[config.mk]
export PLATFORM = sky130hd
export DESIGN_NAME = width_16to8
export DESIGN_NICKNAME = d
export VERILOG_FILES = /design/src/rtl/width_16to8.sv
export SDC_FILE = /design/constraint.sdc
export NUM_CORES = 1
export LEC_CHECK = 0
export ABC_CLOCK_PERIOD_IN_PS = 2600
export CORE_UTILIZATION = 50
export CTS_CLUSTER_SIZE = 16
export DETAILED_ROUTE_END_ITERATION = 16
export GPL_TIMING_DRIVEN = 0
export PLACE_DENSITY = 0.73
export SYNTH_ARGS = -nofsm -noshare
export SYNTH_HDL_FRONTEND = slang
export SYNTH_SLANG_ARGS = --single-unit
[constraint.sdc]
create_clock -name clk -period 2.6 [get_ports clk]
set_clock_uncertainty 0.15 [all_clocks]
set_input_delay 0.65 -clock clk [delete_from_list [all_inputs] [get_ports clk]]
set_output_delay 0.65 -clock clk [all_outputs]
set_load 0.1 [all_outputs]
[src/rtl/width_16to8.sv]
// 16-bit word to 8-bit byte re-serialiser (high byte first) with a word FIFO for downstream backpressure.
// Define WIDTH_16TO8_PARITY_EN to add an even-parity output registered alongside data_out.
module width_16to8 #(
  parameter int DEPTH = 4,
  localparam int LVL_W = $clog2(DEPTH + 1)
) (
  input  logic             clk,
  input  logic             rst_n,
  input  logic             valid_in,
  input  logic [15:0]      data_in,
  input  logic             ready_in,
  output logic             valid_out,
  output logic [7:0]       data_out,
  output logic             overflow,
`ifdef WIDTH_16TO8_PARITY_EN
  output logic             parity_out,
`endif
  output logic [LVL_W-1:0] level,
  output logic [1:0]       state_dbg
);

  // Output handshake: a byte moves on a rising edge where valid_out && ready_in;
  // while valid_out is high and ready_in is low, valid_out and data_out hold.
  localparam int PTR_W = $clog2(DEPTH);

  typedef enum logic [1:0] {
    IDLE = 2'd0,
    HI   = 2'd1,
    LO   = 2'd2
  } state_t;

  state_t           state_q, state_d;
  logic [15:0]      mem [DEPTH];
  logic [PTR_W-1:0] wr_ptr, rd_ptr;
  logic [15:0]      rd_word;
  logic [7:0]       lo_q, lo_d, data_d;
  logic             valid_d, pop, push, full, has_word, xfer;

  assign full      = (level == LVL_W'(DEPTH));
  assign has_word  = (level != '0);
  assign rd_word   = mem[rd_ptr];
  assign xfer      = valid_out && ready_in;
  // A full FIFO still accepts a word when the serialiser frees a slot this cycle.
  assign push      = valid_in && (!full || pop);
  assign state_dbg = state_q;

  always_comb begin
    state_d = state_q;
    pop     = 1'b0;
    valid_d = valid_out;
    data_d  = data_out;
    lo_d    = lo_q;
    unique case (state_q)
      IDLE: begin
        valid_d = 1'b0;
        if (has_word) begin
          pop     = 1'b1;
          data_d  = rd_word[15:8];
          lo_d    = rd_word[7:0];
          valid_d = 1'b1;
          state_d = HI;
        end
      end
      HI: begin
        if (xfer) begin
          data_d  = lo_q;
          state_d = LO;
        end
      end
      LO: begin
        if (xfer) begin
          if (has_word) begin
            pop     = 1'b1;
            data_d  = rd_word[15:8];
            lo_d    = rd_word[7:0];
            state_d = HI;
          end else begin
            valid_d = 1'b0;
            state_d = IDLE;
          end
        end
      end
      default: begin
        valid_d = 1'b0;
        state_d = IDLE;
      end
    endcase
  end

  always_ff @(posedge clk) begin
    if (push) mem[wr_ptr] <= data_in;
  end

  always_ff @(posedge clk or negedge rst_n) begin
    if (!rst_n) begin
      state_q    <= IDLE;
      wr_ptr     <= '0;
      rd_ptr     <= '0;
      level      <= '0;
      overflow   <= 1'b0;
      valid_out  <= 1'b0;
      data_out   <= 8'h00;
      lo_q       <= 8'h00;
`ifdef WIDTH_16TO8_PARITY_EN
      parity_out <= 1'b0;
`endif
    end else begin
      state_q   <= state_d;
      valid_out <= valid_d;
      data_out  <= data_d;
      lo_q      <= lo_d;
`ifdef WIDTH_16TO8_PARITY_EN
      parity_out <= ^data_d;
`endif
      if (push) wr_ptr <= wr_ptr + PTR_W'(1);
      if (pop)  rd_ptr <= rd_ptr + PTR_W'(1);
      if (push && !pop)      level <= level + LVL_W'(1);
      else if (pop && !push) level <= level - LVL_W'(1);
      if (valid_in && !push) overflow <= 1'b1;
    end
  end

endmodule

==> impl_metrics.toml, run 1 <==
[status]
status = "finished clean"

[worst_setup_path]
worst_setup_path_end_kind = "output port"
cpLargestDelayFamily = "buffers and inverters"
crit_fanout = 7
path_cells = "dlygate4sd2_1"
worstPathRequired_ps = 1800
critPathBufInv = 1
criticalPathCategory = "flip-flop to output port"
timing.critical_path.slowest_stage_cell = "dlygate4sd2_1"
cp-start-kind = "flip-flop"
arrival_ps = 1690
critPathMaxStageDelay_ps = 870

[clock_network]
postCtsHoldBufs = 0
cts_buffers = 9
cts_tree = "yes"
clock_path_buffers = 2
clk_pin_slew_ps = 90
clkSinkCount = 91
htreeDepth = 3
ctsRootBufferMaster = "clkbuf_8"
clkLatencyLatePin_ps = 350

[timing]
final-setup-viol-count = 0
finalCriticalPeriod_ps = 2485
worstMarginPinSlew_ps = 975.2
max_freq_mhz = 402.4
hold_viol_final = 0
slew_headroom_pct = 35.25
holdWs_ps = 150.9
slew_viol_final = 0
layout_setup_ws_ps = 114.6
finalCritPeriodShare_pct = 95.59
rsz0062_at_grt = "false"

[cells_and_area]
num-nets-final = 292
area_growth_pct = 17.60
final_cell_mix = "edfxtp_1 (64), dfrtp_1 (21), clkdlybuf4s50_1 (17), mux2i_1 (16), dlygate4sd2_1 (16)"
stdcell_area_sq_mm = 0.004398
mostFrequentLayoutCell = "edfxtp_1"
drive_gt1_share_pct = 20.66
antenna_cells = 0
fillers = 576

[routing]
dr.pass1.iters = 4
antenna_left = 0
wl_per_cell_microns = 17.62
drtIter0Drc = 170
num_vias = 1969
wl_microns = 6520
drc = 0
viasPerCell = 5.322

[synthesis]
yosys.area.top_type_share_pct = 51.39
synthesis.area_sq_mm = 0.003740
synth.ff_latch_count = 91
ys_top_cells_by_area = "edfxtp_1 (51%), dfrtp_1 (18%), mux4_2 (4.8%), mux2i_1 (4.3%), mux2_4 (2.8%)"
ys_warn_count = 0
synth_cell_types = 35
ys_seq_area_share_pct = 69.45
synth_nets = 246
postSynthCellCount = 220
syn_area_per_cell_sq_um = 17.00
yosysTopAreaCell = "edfxtp_1"

[die]
initial_utilization_pct = 51.56
rows = 31
die-area_sq_mm = 0.007830
core-area_sq_mm = 0.007253
io_pins = 35
die_h_microns = 88.49
die_w_microns = 88.49

[global_route]
grt_pass1_wl_microns = 10560
grt_max_degree = 28
grt_pass1_vias = 1992
antenna_found_initial = 0
grt_usage_pct = 19.33
overflow = 0

[place]
post-dp-hpwl_microns = 4049
preCtsSetupSlack_ps = -460.9
dpl-instance-area_sq_mm = 0.004214
io_buffer_count = 34
place.gp.congestion = 0.7452

[min_path]
hold_path.class = "input port to async pin"

[run]
cap_violations = 0
[final timing paths]
path | from | to | slack (ps) | cells past startpoint
min in group clk | overflow$_DFFE_PN0P_ | overflow$_DFFE_PN0P_ | 340 | 1
hold / removal | rst_n | data_out[6]$_DFFE_PN0P_ | 150 | 1
hold reg to reg | overflow$_DFFE_PN0P_ | overflow$_DFFE_PN0P_ | 340 | 1
max in group asynchronous | rst_n | state_dbg[1]$_DFFE_PN0P_ | 1680 | 1
setup / recovery | state_dbg[1]$_DFFE_PN0P_ | state_dbg[1] | 110 | 1
setup reg to reg | state_dbg[1]$_DFFE_PN0P_ | level[2]$_DFFE_PN0P_ | 170 | 9
[per-stage QoR]
| stage | TNS (ps) | utilization [%] | std cells |
|---|---|---|---|
| 3_5_place_dp | -24050 | 58.10 | 353 |
| 3_3_place_gp | -23350 | 58.10 | 353 |
| 6_report | 0 | 60.63 | 370 |
| 4_1_cts | 0 | 60.70 | 370 |
| 5_1_grt | 0 | 60.63 | 370 |
| 2_1_floorplan | 0 | - | 220 |
[cell families after synthesis]
group,share of synthesized area [%]
XOR/XNOR,1.405
multiplexers,12.51
buffers and inverters,2.944
flip-flops,69.45
AO/OA/AOI/OAI,5.086
adder cells (fa/ha/maj),2.208
AND/OR/NAND/NOR,6.390
[repair_timing]
item                                    4_1_cts  5_1_grt
endpoints found under the setup margin       45        0
resized for setup                            17        0
setup buffers                                 1        0
[per-layer routing]
metal  global-route usage, %  vias to the layer above  part of all wire, %
met2                   30.56                       45                   48
met3                   3.731                        4                  4.2
met4                   7.918                        0                 0.69
li1                        -                      927                    -
met1                   26.63                      993                   47
met5                       0                        -                    0
[flip-flops by register name (all words and copies together) (netlist names)]
signal	flops
data_out	8
state_dbg	2
rd_ptr	2
valid_out	1
level	3
wr_ptr	2
lo_q	8
overflow	1
mem	64
[Yosys cell counts (all sizes together)]
cell     n
o31ai    1
o211ai   9
o21bai   1
clkbuf   1
edfxtp  64
nor2    10
o32ai    1
nand2b   1
nand3   10
inv      7
fa       1
and3     4
nand2    1
dfrtp   27
nor2b    1
mux4     8
and2     1
nor3     2
mux2i   16
xnor2    3
nor4     1
xor2     3
nand3b   9
a21boi   1
o21ai    2
ha       5
nor3b    1
a21oi    8
o22ai    1
buf     11
mux2     9
[cell type report]
type                    count  area [sq um]  area share, %
multi-input cells         110          1041          23.67
clock inverters             6         65.06          1.479
plain buffers              12         83.83          1.906
inverters                   7         26.28         0.5974
well taps                  99         123.9          2.817
flip-flops and latches     91          2608          59.29
repair buffers             35         322.8          7.340
clock buffers              10         127.6          2.902
Power of run 1 is left out: the tool's default activity adds up to more than one toggle a clock period on the data nets, which glitch-free logic cannot reach.
==> run 2, diff against run 1 <==
--- a/config.mk
+++ b/config.mk
@@ -5,6 +5,7 @@
 export SDC_FILE = /design/constraint.sdc
 export NUM_CORES = 1
 export LEC_CHECK = 0
+export ABC_AREA = 1
 export ABC_CLOCK_PERIOD_IN_PS = 2600
 export CORE_UTILIZATION = 50
 export CTS_CLUSTER_SIZE = 16
==> impl_metrics.toml, run 2 <==
[status]
status = "finished clean"

[synthesis]
synth_xor_area_share_pct = 0.8651
synth_top_family_by_area = "simple AND/OR/NAND/NOR gates"
synth_edf_count = 64
ys_async_sr_fraction_pct = 29.67
synth_compound_area_share_pct = 3.909
synth_nets = 380
synthAdderAreaFrac_pct = 2.115
yosys.area.top_type_share_pct = 49.21
synthesis.area_sq_mm = 0.003905
synthMuxAreaShare_pct = 0.2884
ys_top_cells_by_area = "edfxtp_1 (49%), dfrtp_1 (17%), nand2_1 (7.3%), nand3_1 (5.5%), inv_1 (3.8%)"
synth.ff_latch_count = 91
yosysMostFrequentCell = "nand2_1"
postSynthCellCount = 354
ys_top_cells_by_count = "nand2_1 (76), edfxtp_1 (64), nand3_1 (43), inv_1 (40), nor2_1 (29)"
synth_cell_types = 28
synth-simple-area-share_pct = 18.94
ys_seq_area_share_pct = 66.52
yosysTopAreaCell = "edfxtp_1"
synth_flop_cell = "edfxtp_1"
ys_warn_count = 0
syn_area_per_cell_sq_um = 11.03

[place]
io_buffer_count = 34
place.gp.congestion = 0.8130
preCtsSetupSlack_ps = -360.9
dpl-instance-area_sq_mm = 0.004447
post-dp-hpwl_microns = 5316

[clock_network]
ctsRootBufferMaster = "clkbuf_8"
clkSinkCount = 91
clock_path_buffers = 2
clkLatencyLatePin_ps = 350
htreeDepth = 3
clk_pin_slew_ps = 80
cts_tree = "yes"
cts_setup_buffers = 0
cts_buffers = 9

[routing]
antenna_left = 0
wl_per_cell_microns = 15.62
wl_microns = 7917
dr.pass1.iters = 4
viasPerCell = 5.091
num_vias = 2581
drtIter0Drc = 200
drc = 0

[worst_setup_path]
criticalPathCategory = "input port to flip-flop"
crit_fanout = 7
critPathMaxStageDelay_ps = 470
arrival_ps = 2590
cp-start-kind = "input port"
path_cells = "clkdlybuf4s50_1 > nand2_2 > nand2_2 > nand2_2 > nand3_4 > nand2_4 > inv_1 > ha_1 > inv_1 > fa_1 > a21oi_1 > o21ai_1 > xor2_1"
worst_setup_path_end_kind = "flip-flop"
cpMostUsedCell = "nand2_2"
timing.critical_path.slowest_stage_cell = "clkdlybuf4s50_1"
worstPathRequired_ps = 2690
rrSetupSlack_ps = 310

[die]
io_pins = 35
die_h_microns = 90.38
die-area_sq_mm = 0.008168
initial_utilization_pct = 52.71
die_w_microns = 90.38
core-area_sq_mm = 0.007408
rows = 31

[cells_and_area]
mostFrequentLayoutCell = "nand2_1"
final_cell_mix = "nand2_1 (74), edfxtp_1 (64), nand3_1 (43), inv_1 (40), nor2_1 (25)"
antenna_cells = 0
drive_gt1_share_pct = 14.46
num-nets-final = 429
area_growth_pct = 19.74
stdcell_area_sq_mm = 0.004676
regMostFlops = "mem"
reg_top3 = "mem (64), data_out (8), lo_q (8)"
largest_reg_flops = 64

[timing]
finalCriticalPeriod_ps = 2501
hold_viol_final = 0
slew_viol_final = 0
worstMarginPinSlew_ps = 1219
fin_tns_setup_ps = 0
layout_setup_ws_ps = 98.83
finalCritPeriodShare_pct = 96.20
rsz0062_at_grt = "false"
final-setup-viol-count = 0
slew_headroom_pct = 18.50
max_freq_mhz = 399.8

[global_route]
grt_pass1_vias = 2490
overflow = 0
grt_pass1_wl_microns = 12830
grt_usage_pct = 21.11
grt_max_degree = 28
antenna_found_initial = 0

[pwr]
pwr-share-clk_pct = 28.7
power.density_mw_per_mm2 = 818.1
vdd_drop_max_mv = 0.3708
power_frac_comb_pct = 21.3
pwr-share-seq_pct = 50.0
swShare_pct = 29.83
switching_power_w = 0.001141
leakagePower_nw = 2.035
power_report.internal_total_w = 0.002684

[min_path]
hold_path.class = "flip-flop to flip-flop"

[run]
cap_violations = 0
## run 2: cells by family after synthesis
family          count (synthesis)
buf+inv                        58
xor+xnor                        3
flops                          91
compound gates                 30
mux                             1
fa+ha+maj                       6
simple gates                  165
## run 2: repair_timing
action	in CTS	in global routing
hold buffers	0	0
pin swaps	0	1
setup endpoints to repair	15	2
resized for setup	15	5
## run 2: final timing paths
path	start	endpoint	cells past startpoint
max	ready_in	level[2]$_DFFE_PN0P_	13
min	overflow$_DFFE_PN0P_	overflow$_DFFE_PN0P_	1
max reg2reg	level[0]$_DFFE_PN0P_	level[2]$_DFFE_PN0P_	10
min reg2reg	overflow$_DFFE_PN0P_	overflow$_DFFE_PN0P_	1
max in group asynchronous	rst_n	state_dbg[0]$_DFFE_PN0P_	1
min in group asynchronous	rst_n	valid_out$_DFFE_PN0P_	1
## run 2: layout make-up
type                            count  area (sq um)
Buffer                             13         116.4
Clock buffer                        9         123.9
Clock inverter                      7         106.4
Fill cell                         609          2733
Inverter                           45         171.4
Multi-Input combinational cell    205          1047
Sequential cell                    91          2605
Tap cell                           99         123.9
Timing Repair Buffer               38         381.6
## run 2: layer usage
metal  wire length [microns]  up-vias  GRT usage, %
met5                       0        -             0
met2                    3940       74         34.99
met1                    3411     1240         27.32
met4                     190        0         9.274
met3                     374       11         3.788
li1                        -     1256             -
## run 2: through the flow
stage / total power, W / utilization [%] / instances / hold slack, ps
6_report: 0.003825 / 63.11 / 507 / 323.5
3_5_place_dp: 0.002778 / 60.02 / 491 / 311.4
5_1_grt: 0.003999 / 63.11 / 507 / 352.5
3_3_place_gp: 0.002684 / 59.08 / 487 / 307.0
4_1_cts: 0.003836 / 62.88 / 507 / 329.2
2_1_floorplan: 0.002469 / - / 354 / 204.4
## run 2: power by group through the flow
stage	clock, W	sequential (W)	combinational, W
2_1_floorplan	0	0.00216	0.000307
3_3_place_gp	0	0.00194	0.000739
3_5_place_dp	0	0.00195	0.000832
4_1_cts	0.00111	0.00191	0.000815
5_1_grt	0.00118	0.00194	0.000880
6_report	0.00110	0.00191	0.000815
## run 2: critical path: cells and delay by family
kind / cells / cell delay (ps)
fa+ha+maj: 2 / 520
xor+xnor: 1 / 140
buf+inv: 3 / 610
simple gates: 5 / 440
compound gates: 2 / 240
(Power assumes the default switching activity.)
